<file path="config.mk">
export PLATFORM = sky130hd
export DESIGN_NAME = dshot_tx_multi
export DESIGN_NICKNAME = d
export VERILOG_FILES = /design/src/rtl/dshot_tx_multi.sv
export SDC_FILE = /design/constraint.sdc
export NUM_CORES = 1
export LEC_CHECK = 0
export CAP_MARGIN = 20
export CORE_MARGIN = 1.5
export CORE_UTILIZATION = 58
export CTS_BUF_LIST = sky130_fd_sc_hd__clkbuf_4
export DETAILED_ROUTE_END_ITERATION = 8
export MAX_ROUTING_LAYER = met4
export PLACE_DENSITY_LB_ADDON = 0.12
export SYNTH_ARGS = -nofsm -noshare
export SYNTH_HDL_FRONTEND = slang
export SYNTH_SLANG_ARGS = --single-unit
</file>
<file path="constraint.sdc">
create_clock -name Clock -period 3.93 [get_ports Clock]
set_input_delay 0.786 -clock Clock [delete_from_list [all_inputs] [get_ports Clock]]
set_output_delay 0.786 -clock Clock [all_outputs]
set_load 0.02 [all_outputs]
</file>
<file path="src/rtl/dshot_tx_multi.sv">
// Multi-channel DShot transmitter: latches throttle/telemetry per channel, appends the checksum, and sends all channels in lockstep.
// Start-to-done latency is 16*BIT_PERIOD+GAP_CYCLES+1 clocks; start is ignored while busy and is never queued.
module dshot_tx_multi #(
    parameter int CHANNELS   = 4,
    parameter int BIT_PERIOD = 24,
    parameter int T1H        = 18,
    parameter int T0H        = 9,
    parameter int GAP_CYCLES = 32
) (
    input  logic                    Clock,
    input  logic                    Reset,
    input  logic [11*CHANNELS-1:0]  throttle,
    input  logic [CHANNELS-1:0]     telem,
    input  logic                    start,
    output logic                    busy,
    output logic                    done,
    output logic [CHANNELS-1:0]     out
);
    if (CHANNELS < 1 || CHANNELS > 8 || T0H <= 0 || T1H <= T0H || BIT_PERIOD <= T1H || GAP_CYCLES < 0) begin : g_bad_params
        $error("dshot_tx_multi: illegal parameter set");
    end

    localparam int CW = (BIT_PERIOD > 1) ? $clog2(BIT_PERIOD) : 1;
    localparam int GW = (GAP_CYCLES > 1) ? $clog2(GAP_CYCLES) : 1;
    localparam logic [CW-1:0] BP_LAST  = CW'(BIT_PERIOD - 1);
    localparam logic [CW-1:0] T1H_C    = CW'(T1H);
    localparam logic [CW-1:0] T0H_C    = CW'(T0H);
    localparam logic [GW-1:0] GAP_LAST = (GAP_CYCLES > 0) ? GW'(GAP_CYCLES - 1) : '0;

    typedef enum logic [1:0] {
        ST_IDLE,
        ST_SEND,
        ST_GAP,
        ST_DONE
    } state_t;

    localparam state_t AFTER_SEND = (GAP_CYCLES == 0) ? ST_DONE : ST_GAP;

    function automatic logic [15:0] build_pkt(input logic [10:0] thr, input logic tlm);
        logic [11:0] d;
        d = {thr, tlm};
        return {d, d[11:8] ^ d[7:4] ^ d[3:0]};
    endfunction

    state_t                  state_q, state_d;
    logic [CW-1:0]           cyc_q, cyc_d;
    logic [3:0]              bit_q, bit_d;
    logic [GW-1:0]           gap_q, gap_d;
    logic [16*CHANNELS-1:0]  pkt_q, pkt_d, pkt_new;
    logic [CHANNELS-1:0]     out_q, out_d;
    logic                    busy_q, busy_d;
    logic                    done_q, done_d;

    always_comb begin
        state_d = state_q;
        cyc_d   = cyc_q;
        bit_d   = bit_q;
        gap_d   = gap_q;
        pkt_d   = pkt_q;
        case (state_q)
            ST_IDLE, ST_DONE: begin
                if (start) begin
                    state_d = ST_SEND;
                    cyc_d   = '0;
                    bit_d   = 4'd15;
                    pkt_d   = pkt_new;
                end else begin
                    state_d = ST_IDLE;
                end
            end
            ST_SEND: begin
                if (cyc_q == BP_LAST) begin
                    cyc_d = '0;
                    if (bit_q == 4'd0) begin
                        state_d = AFTER_SEND;
                        gap_d   = '0;
                    end else begin
                        bit_d = bit_q - 1'b1;
                    end
                end else begin
                    cyc_d = cyc_q + 1'b1;
                end
            end
            ST_GAP: begin
                if (gap_q == GAP_LAST) begin
                    state_d = ST_DONE;
                end else begin
                    gap_d = gap_q + 1'b1;
                end
            end
            default: state_d = ST_IDLE;
        endcase
        // Outputs are derived from the next state so they can be registered without a cycle of lag.
        busy_d = (state_d == ST_SEND) || (state_d == ST_GAP);
        done_d = (state_d == ST_DONE);
    end

    for (genvar g = 0; g < CHANNELS; g++) begin : g_ch
        logic [15:0]   word;
        logic [CW-1:0] high_len;
        assign pkt_new[16*g +: 16] = build_pkt(throttle[11*g +: 11], telem[g]);
        assign word                = pkt_d[16*g +: 16];
        assign high_len            = word[bit_d] ? T1H_C : T0H_C;
        assign out_d[g]            = (state_d == ST_SEND) && (cyc_d < high_len);
    end

    always_ff @(posedge Clock or posedge Reset) begin
        if (Reset) begin
            state_q <= ST_IDLE;
            cyc_q   <= '0;
            bit_q   <= '0;
            gap_q   <= '0;
            pkt_q   <= '0;
            out_q   <= '0;
            busy_q  <= 1'b0;
            done_q  <= 1'b0;
        end else begin
            state_q <= state_d;
            cyc_q   <= cyc_d;
            bit_q   <= bit_d;
            gap_q   <= gap_d;
            pkt_q   <= pkt_d;
            out_q   <= out_d;
            busy_q  <= busy_d;
            done_q  <= done_d;
        end
    end

    assign out  = out_q;
    assign busy = busy_q;
    assign done = done_q;
endmodule

</file>
* Word-level counts from Yosys, hierarchy flattened
Cells that the tools add are included.
** Operators by class
- Add/subtract/negate cells :: 3
- Order comparisons :: 5
- Equal/unequal tests :: 11
- Mux-type cells :: 30
- Bitwise logic cells :: 8
- Reduce and logical (&&, ||, !) cells :: 10
** Operators with widths (number)
- $mux 64 :: 2
- $mux 5 :: 9
- $xor 4x4->4 :: 8
- $lt 5x5->1 :: 4
- $pmux 5 s2 :: 2
- $bmux 1 s4 :: 4
- $mux 4 :: 3
- $add 5x1->5 const B :: 2
- $eq 5x5->1 const B :: 2
- $eq 2x2->1 const B :: 4
- $pmux 4 s2 :: 1
- $mux 2 :: 3
- $ne 2x2->1 const B :: 3
- $pmux 2 s3 :: 1
- $lt 4x5->1 const B :: 1
- $mux 1 :: 5
- $eq 2x1->1 const B :: 2
- $logic_and 1x1->1 :: 4
- $logic_not 4->1 :: 1
- $reduce_and 4->1 :: 1
- $sub 4x1->4 const B :: 1
- $logic_not 2->1 :: 1
- $reduce_bool 2->1 :: 1
- $reduce_or 2->1 :: 1
- $logic_or 1x1->1 :: 1
** Storage, ports and cells
- Register bits after elaboration :: 86
- Output and inout port bits :: 6
- Word-level logic and storage cells :: 75

* Logic depth before layout (Yosys ltp)
Gate-level depths: netlist of run 1.
- Depth in word-level cells :: 9
- Mapped depth :: 16
- Gate-level depth less buffers :: 14

* Worst setup path after synthesis of run 1
No wires, ideal clock.
- Kind :: input -> register
- Start :: in start
- End :: reg out_q[0], in the netlist out[0]
- Arrival time :: 3.235 ns
- Required time :: 3.848 ns
- Slack :: 0.612 ns
- Stages :: 13
- Buffers on the path :: 3
- Cell sequence :: nand2_1 > buf_2 > buf_2 > buf_2 > mux2_2 > o211ai_1 > a211oi_1 > nor4_1 > inv_1 > ha_1 > a21oi_1 > nor2_1 > o22ai_1
** Between the ends
- Word-level cells in the longest chain between the ends :: 7
- Elaborated cells on any way between the ends :: 14
- Classes of those cells :: 1 x order compare; 1 x eq/ne; 11 x mux; 1 x reduce/logical
** Ends and longest elaborated chain
- start, declared :: line 14 : input logic start,
- $mux 64 :: line 62 : if (start) begin
- $mux 64 :: line 60 : case (state_q)
- named net pkt_d[9] :: line 49 : logic [16*CHANNELS-1:0] pkt_q, pkt_d, pkt_new;
- $bmux 1 s4 :: line 103 : assign high_len = word[bit_d] ? T1H_C : T0H_C;
- $mux 1 (not written as such) :: line 103
- $mux 5 :: line 103
- $lt 5x5->1 :: line 104 : assign out_d[g] = (state_d == ST_SEND) && (cyc_d < high_len);
- $logic_and 1x1->1 :: line 104
- named net out_d[0] :: line 50 : logic [CHANNELS-1:0] out_q, out_d;
- end signal, assigned :: line 123 : out_q <= out_d;
- end, declared :: line 50
The timed path passes the listed nets, and every way through them passes these cells. The select of a mux whose other input is x is not followed.
A chain may end at the register's enable or synchronous reset.

* Worst setup path in the final report of run 1
- Start :: reg state_q[0]
- End :: reg out_q[0], in the netlist out[0]
** Between the ends
- Word-level cells in the longest chain between the ends :: 8
- Elaborated cells on any way between the ends :: 18
- Classes of those cells :: 1 x order compare; 4 x eq/ne; 10 x mux; 3 x reduce/logical
** Ends and longest elaborated chain
- start, declared :: line 45 : state_t state_q, state_d;
- start signal, assigned :: line 118 : state_q <= state_d;
- $eq 2x2->1 / $logic_not 2->1 (equally long branches) :: line 60
- $reduce_or 2->1 :: line 60
- $pmux 4 s2 (*) :: line 60
- named net bit_d[1] :: line 47 : logic [3:0] bit_q, bit_d;
- $bmux 1 s4 (*) :: line 103
- $mux 1 (not written as such) (*) :: line 103
- $mux 5 (*) :: line 103
- $lt 5x5->1 (*) :: line 104
- $logic_and 1x1->1 (*) :: line 104
- named net out_d[0] :: line 50
The timed path passes the listed nets; every way through them passes the cells marked *. The select of a mux whose other input is x is not followed.

==> results of run 1 <==
layout make-up:
class / count / area, um2
fillers: 632 / 2376
flip-flops and latches: 86 / 2152
clock inverters: 5 / 60.06
well taps: 105 / 131.4
multi-input cells: 288 / 2497
clock buffers: 11 / 82.58
repair buffers: 75 / 728.2
inverters: 28 / 106.4
routing by layer:
metal	up-vias	part of all wire	routed length, um
li1	1688	-	-
met3	11	0.044	466
met2	83	0.49	5187
met5	-	0	0
met4	0	0.012	122
met1	1731	0.45	4737
metrics by stage:
stage	hold WS [ns]	setup WS (ns)
4_1_cts	0.5039	0.2290
3_5_place_dp	0.4712	-0.02757
3_3_place_gp	0.4645	0.07275
5_1_grt	0.5242	-0.009754
2_1_floorplan	0.4467	0.6125
6_report	0.5043	0.2234
critical path, stage by stage (launching register included):
cell	delay, ns
dfrtp_1	0.40
inv_1	0.07
ha_1	0.37
nand2b_1	0.29
nor4_4	0.51
nor3_2	0.14
inv_2	0.16
mux2i_1	0.23
a2111oi_0	0.12
nor4_1	0.54
inv_1	0.13
ha_1	0.33
nand2_1	0.08
nand3b_1	0.09
o22ai_1	0.17
kinds of logic after synthesis:
logic type      after synthesis
compound gates               80
xor+xnor                     24
fa+ha+maj                    13
buf+inv                      46
flops                        86
mux                          83
simple gates                 88
layout by cell type (no fill, tap or decap), types with 6 or more instances in the layout:
cell type        count
nand2_1             31
mux2_2              51
nor4_1               6
xor2_1               6
xnor2_1             10
o21ai_0             15
clkbuf_4            11
dfrtp_1             86
mux2i_1             32
or4_1                9
a21oi_1             10
nor2_1               6
inv_1               25
o211ai_1             7
clkdlybuf4s50_1     56
buf_4               17
ha_1                12
xor3_1               8
registers in the layout, summed over array words and instances, names as in the netlist:
signal,count
busy,1
state_q,2
pkt_q,64
gap_q,5
done,1
out,4
bit_q,4
cyc_q,5
power by group:
part	switching (mW)	internal, mW
sequential	0	0.885
clock	0.298	0.208
combinational	0.0489	0.0801
total	0.347	1.17
final timing paths:
path | start | end | slack (ns) | depth (start not counted)
max in group asynchronous | Reset | pkt_q[49]$_DFF_PP0_ | 2.42 | 4
min | pkt_q[14]$_DFF_PP0_ | pkt_q[14]$_DFF_PP0_ | 0.50 | 2
min in group asynchronous | Reset | gap_q[2]$_DFFE_PP0P_ | 0.68 | 2
min reg2reg | pkt_q[14]$_DFF_PP0_ | pkt_q[14]$_DFF_PP0_ | 0.50 | 2
max reg2reg | state_q[0]$_DFF_PP0_ | out[0]$_DFF_PP0_ | 0.22 | 14
max | state_q[0]$_DFF_PP0_ | out[0]$_DFF_PP0_ | 0.22 | 14
timing repair:
action,4_1_cts,5_1_grt
hold buffers,0,0
setup endpoints to repair,0,1
gates resized for setup,0,2
==> metrics.cfg, run 1 <==
[critical_path]
cp-end-kind=flop
startpoint_type=flop
worst-endpoint-arrival_ns=4.05
critPathMaxFanout=14
crit_required_ns=4.28
crit_type=flop to flop

[route]
wl_per_cell_um=17.58
dr.pass1.iters=4
ant_nets=0
num_vias=3513
drc=0
first_iter_violations=153
routed_via_density=5.875
routed_wirelength_um=10510

[hold_path]
min_path_type=flop to flop

[yosys]
synth_largest_area_cell=dfrtp_1
avgSynthCellArea_um2=11.49
synth_cell_types=61
syn_nets=484
synthXorXnorAreaFrac=0.06843
synth_top_area_frac=0.4458
synth_commonest_cells=dfrtp_1, mux2_2, mux2i_1, nand2_1, inv_1
ys.flop_type=dfrtp_1
async_reset_ff_frac=1.000
synthesis.area_um2=4827
ys_warn_count=0
netlist_instances=420
synth_edf_count=0
synth.area.mux_share=0.1853
synth-seq-area-share=0.4458
synth-seq-cells=86
synth_top_family_by_area=multiplexers
synth_simple_gate_area_frac=0.1076
synthTopCellsByArea=dfrtp_1, mux2_2, mux2i_1, xor3_1, ha_1
synth_adder_area_share=0.03370
synth_compound_area_frac=0.1195
synth.most_common_cell=dfrtp_1

[grt]
grt_pass1_wl_um=17040
gr-total-overflow=0
track_usage=0.2593
antenna_found_initial=0
grt.met3_usage=0.04450
grt.busiest_layer=met2
grt_max_degree=37
grt.met1_usage=0.3450
grt_pass1_vias=3533
use_met2=0.4101

[cells_and_area]
area_growth_pct=19.28
final_core_util=0.7079
stdcell_count=598
diodes=0
final_nets=552
drive_gt1_frac=0.2191
fin_area_um2=5758

[clocking]
cts_tree=built
cts_buffers=9
h-tree-depth=3
clk_pin_slew_ns=0.14
clk_latency_ns=0.42
cts_buffer_depth=2
cts_setup_buffers=0
clock_sinks=86
root_buffer=clkbuf_4

[timing]
setup_tns_ns=0
drv_slew=0
fin_skew_ns=0.01423
setup_viol=0
hold_viol=0
fmax_ghz=0.2698
timing.final.crit_share=0.9432
finalCriticalPeriod_ns=3.707
tightest_slew_ns=0.7104
relSlewSlack=0.5243

[floorplanning]
start_util=0.5934
fp.dieW_um=94.23
die_area_um2=8879
pin_count=57
fp.coreArea_um2=8134
num_rows=33
die_y_um=94.23

[placed_design]
dpl_cell_area_um2=5609
dp_hpwl_um=7847
place_congestion=0.8910
numPortBuffers=56
dp_cells=582

[pwr]
ir_drop_mv=0.1836
cellPowerDensity_nw_per_um2=264.0
leakagePower_nw=2.808
finalPower_mw=1.520

[run]
cap_violations=0

[outcome]
status=finished, final reports clean

Power figures use the tool's default switching activity.
==> run 2, diff against run 1 <==
--- a/config.mk
+++ b/config.mk
@@ -7,9 +7,10 @@
 export LEC_CHECK = 0
 export CAP_MARGIN = 20
 export CORE_MARGIN = 1.5
-export CORE_UTILIZATION = 58
+export CORE_UTILIZATION = 62
 export CTS_BUF_LIST = sky130_fd_sc_hd__clkbuf_4
 export DETAILED_ROUTE_END_ITERATION = 8
+export DONT_BUFFER_PORTS = 1
 export MAX_ROUTING_LAYER = met4
 export PLACE_DENSITY_LB_ADDON = 0.12
 export SYNTH_ARGS = -nofsm -noshare
==> constraint.sdc (replaced) <==
create_clock -name Clock -period 3.93 [get_ports Clock]
set_input_delay 0.9825 -clock Clock [delete_from_list [all_inputs] [get_ports Clock]]
set_output_delay 0.9825 -clock Clock [all_outputs]
set_load 0.02 [all_outputs]
==> metrics.cfg, run 2 (synthesis results as in run 1) <==
[timing]
fin_skew_ns=0.02289
hold_viol=0
setup_viol=0
setup_tns_ns=0
finalCriticalPeriod_ns=3.706
rsz0062_at_grt=no
timing.hold.ws_ns=0.5012
fmax_ghz=0.2698
tightest_slew_ns=0.9129
timing.final.crit_share=0.9431
relSlewSlack=0.3907
fin_ws_ns=0.2237
drv_slew=0

[floorplanning]
fp.dieW_um=91.24
start_util=0.6516
pin_count=57
fp.coreArea_um2=7408
num_rows=31
die_y_um=91.24
die_area_um2=8324

[run]
cap_violations=0

[cells_and_area]
regMostFlops=pkt_q
area_growth_pct=5.832
diodes=0
final_cell_mix=dfrtp_1, mux2_2, mux2i_1
drive_gt1_frac=0.2302
fin_area_um2=5109
largest_register_ffs=64
layout_commonest_cell=dfrtp_1
top_regs=pkt_q: 64 flops, cyc_q: 5 flops, gap_q: 5 flops
final_nets=489

[critical_path]
worst-endpoint-arrival_ns=4.07
crit_type=flop to flop
cp-end-kind=flop
cpPeakStageDelay_ns=0.56
critPathMaxFanout=12
crit_buf_inv=3
cp_slowest_cell=or4_1
startpoint_type=flop
critPathMostFrequentCell=inv_1
crit_required_ns=4.29
worstPathCellList=inv_1, ha_1, nor2_1, a221o_1, inv_1, or4_1, a41o_1, o2111a_1, inv_1, ha_1, a21oi_1, nor2b_1, o22ai_1
crit_family=compound AO/OA/AOI/OAI gates

[route]
wl_per_cell_um=19.05
routed_via_density=6.248
routed_wirelength_um=10080
ant_nets=0
drc=0
first_iter_violations=224
dr.pass1.iters=4
num_vias=3305

[placed_design]
numPortBuffers=0
post-place-ws_ns=0.3730
dpl_cell_area_um2=4964
place_congestion=1.026
dp_hpwl_um=7438

[clocking]
clk_pin_slew_ns=0.14
cts_buffers=9
clock_sinks=86
cts_resized=0
cts_setup_buffers=0
clk_latency_ns=0.45
cts_buffer_depth=2
cts_tree=built
cts_hold_repair.buffers=0
h-tree-depth=3
root_buffer=clkbuf_4

[pwr]
leakagePower_nw=2.562
clkPwrFrac=0.355
ir_drop_mv=0.1659
switching_share=0.2346
p_switching_uw=345.0
p_seq_frac=0.602
p_int_mw=1.126
combPwrFrac=0.043
cellPowerDensity_nw_per_um2=287.9
finalPower_mw=1.471

[hold_path]
min_path_type=flop to flop

[grt]
grt_pass1_vias=3331
gr-total-overflow=0
track_usage=0.2626
grt_max_degree=52
grt_pass1_wl_um=16600
antenna_found_initial=0

[outcome]
status=finished, final reports clean

## run 2: worst paths after layout
kind,startpoint,endpoint,slack (ns),depth (start not counted)
max,state_q[0]$_DFF_PP0_,out[2]$_DFF_PP0_,0.22,13
min,pkt_q[12]$_DFF_PP0_,pkt_q[12]$_DFF_PP0_,0.50,2
max reg2reg,state_q[0]$_DFF_PP0_,out[2]$_DFF_PP0_,0.22,13
min reg2reg,pkt_q[12]$_DFF_PP0_,pkt_q[12]$_DFF_PP0_,0.50,2
max in group asynchronous,Reset,cyc_q[0]$_DFF_PP0_,2.56,2
min in group asynchronous,Reset,pkt_q[38]$_DFF_PP0_,0.57,1
## run 2: area by class of cell
cell class | instances | area, um2
Sequential cell | 86 | 2152
Clock inverter | 6 | 70.07
Inverter | 28 | 106.4
Multi-Input combinational cell | 288 | 2491
Fill cell | 542 | 2300
Clock buffer | 10 | 75.07
Tap cell | 99 | 123.9
Timing Repair Buffer | 12 | 90.09
## run 2: stage by stage
stage	utilization	std cells
after floorplan	-	420
after global routing	0.6896	529
after global placement	0.6700	513
after detailed placement	0.6700	513
after CTS	0.6896	529
final	0.6896	529
## run 2: worst reg2reg max path, stage by stage (launching register included)
cell      delay [ns]
dfrtp_1         0.41
inv_1           0.08
ha_1            0.37
nor2_1          0.35
a221o_1         0.50
inv_1           0.27
or4_1           0.56
a41o_1          0.23
o2111a_1        0.19
inv_1           0.08
ha_1            0.23
a21oi_1         0.15
nor2b_1         0.07
o22ai_1         0.13
## run 2: power by group through the flow
stage	registers [mW]	logic [mW]	clock network, mW
5_1_grt	0.885	0.0698	0.565
2_1_floorplan	0.902	0.0533	0
3_5_place_dp	0.902	0.0647	0
3_3_place_gp	0.902	0.0637	0
6_report	0.885	0.0630	0.523
4_1_cts	0.885	0.0650	0.532
## run 2: routing by layer
metal / global-route usage / part of all wire / wire [um]
met5: - / 0 / 0
met4: 0.07031 / 0.014 / 138
met3: 0.05695 / 0.058 / 584
met2: 0.4160 / 0.49 / 4899
met1: 0.3441 / 0.44 / 4456
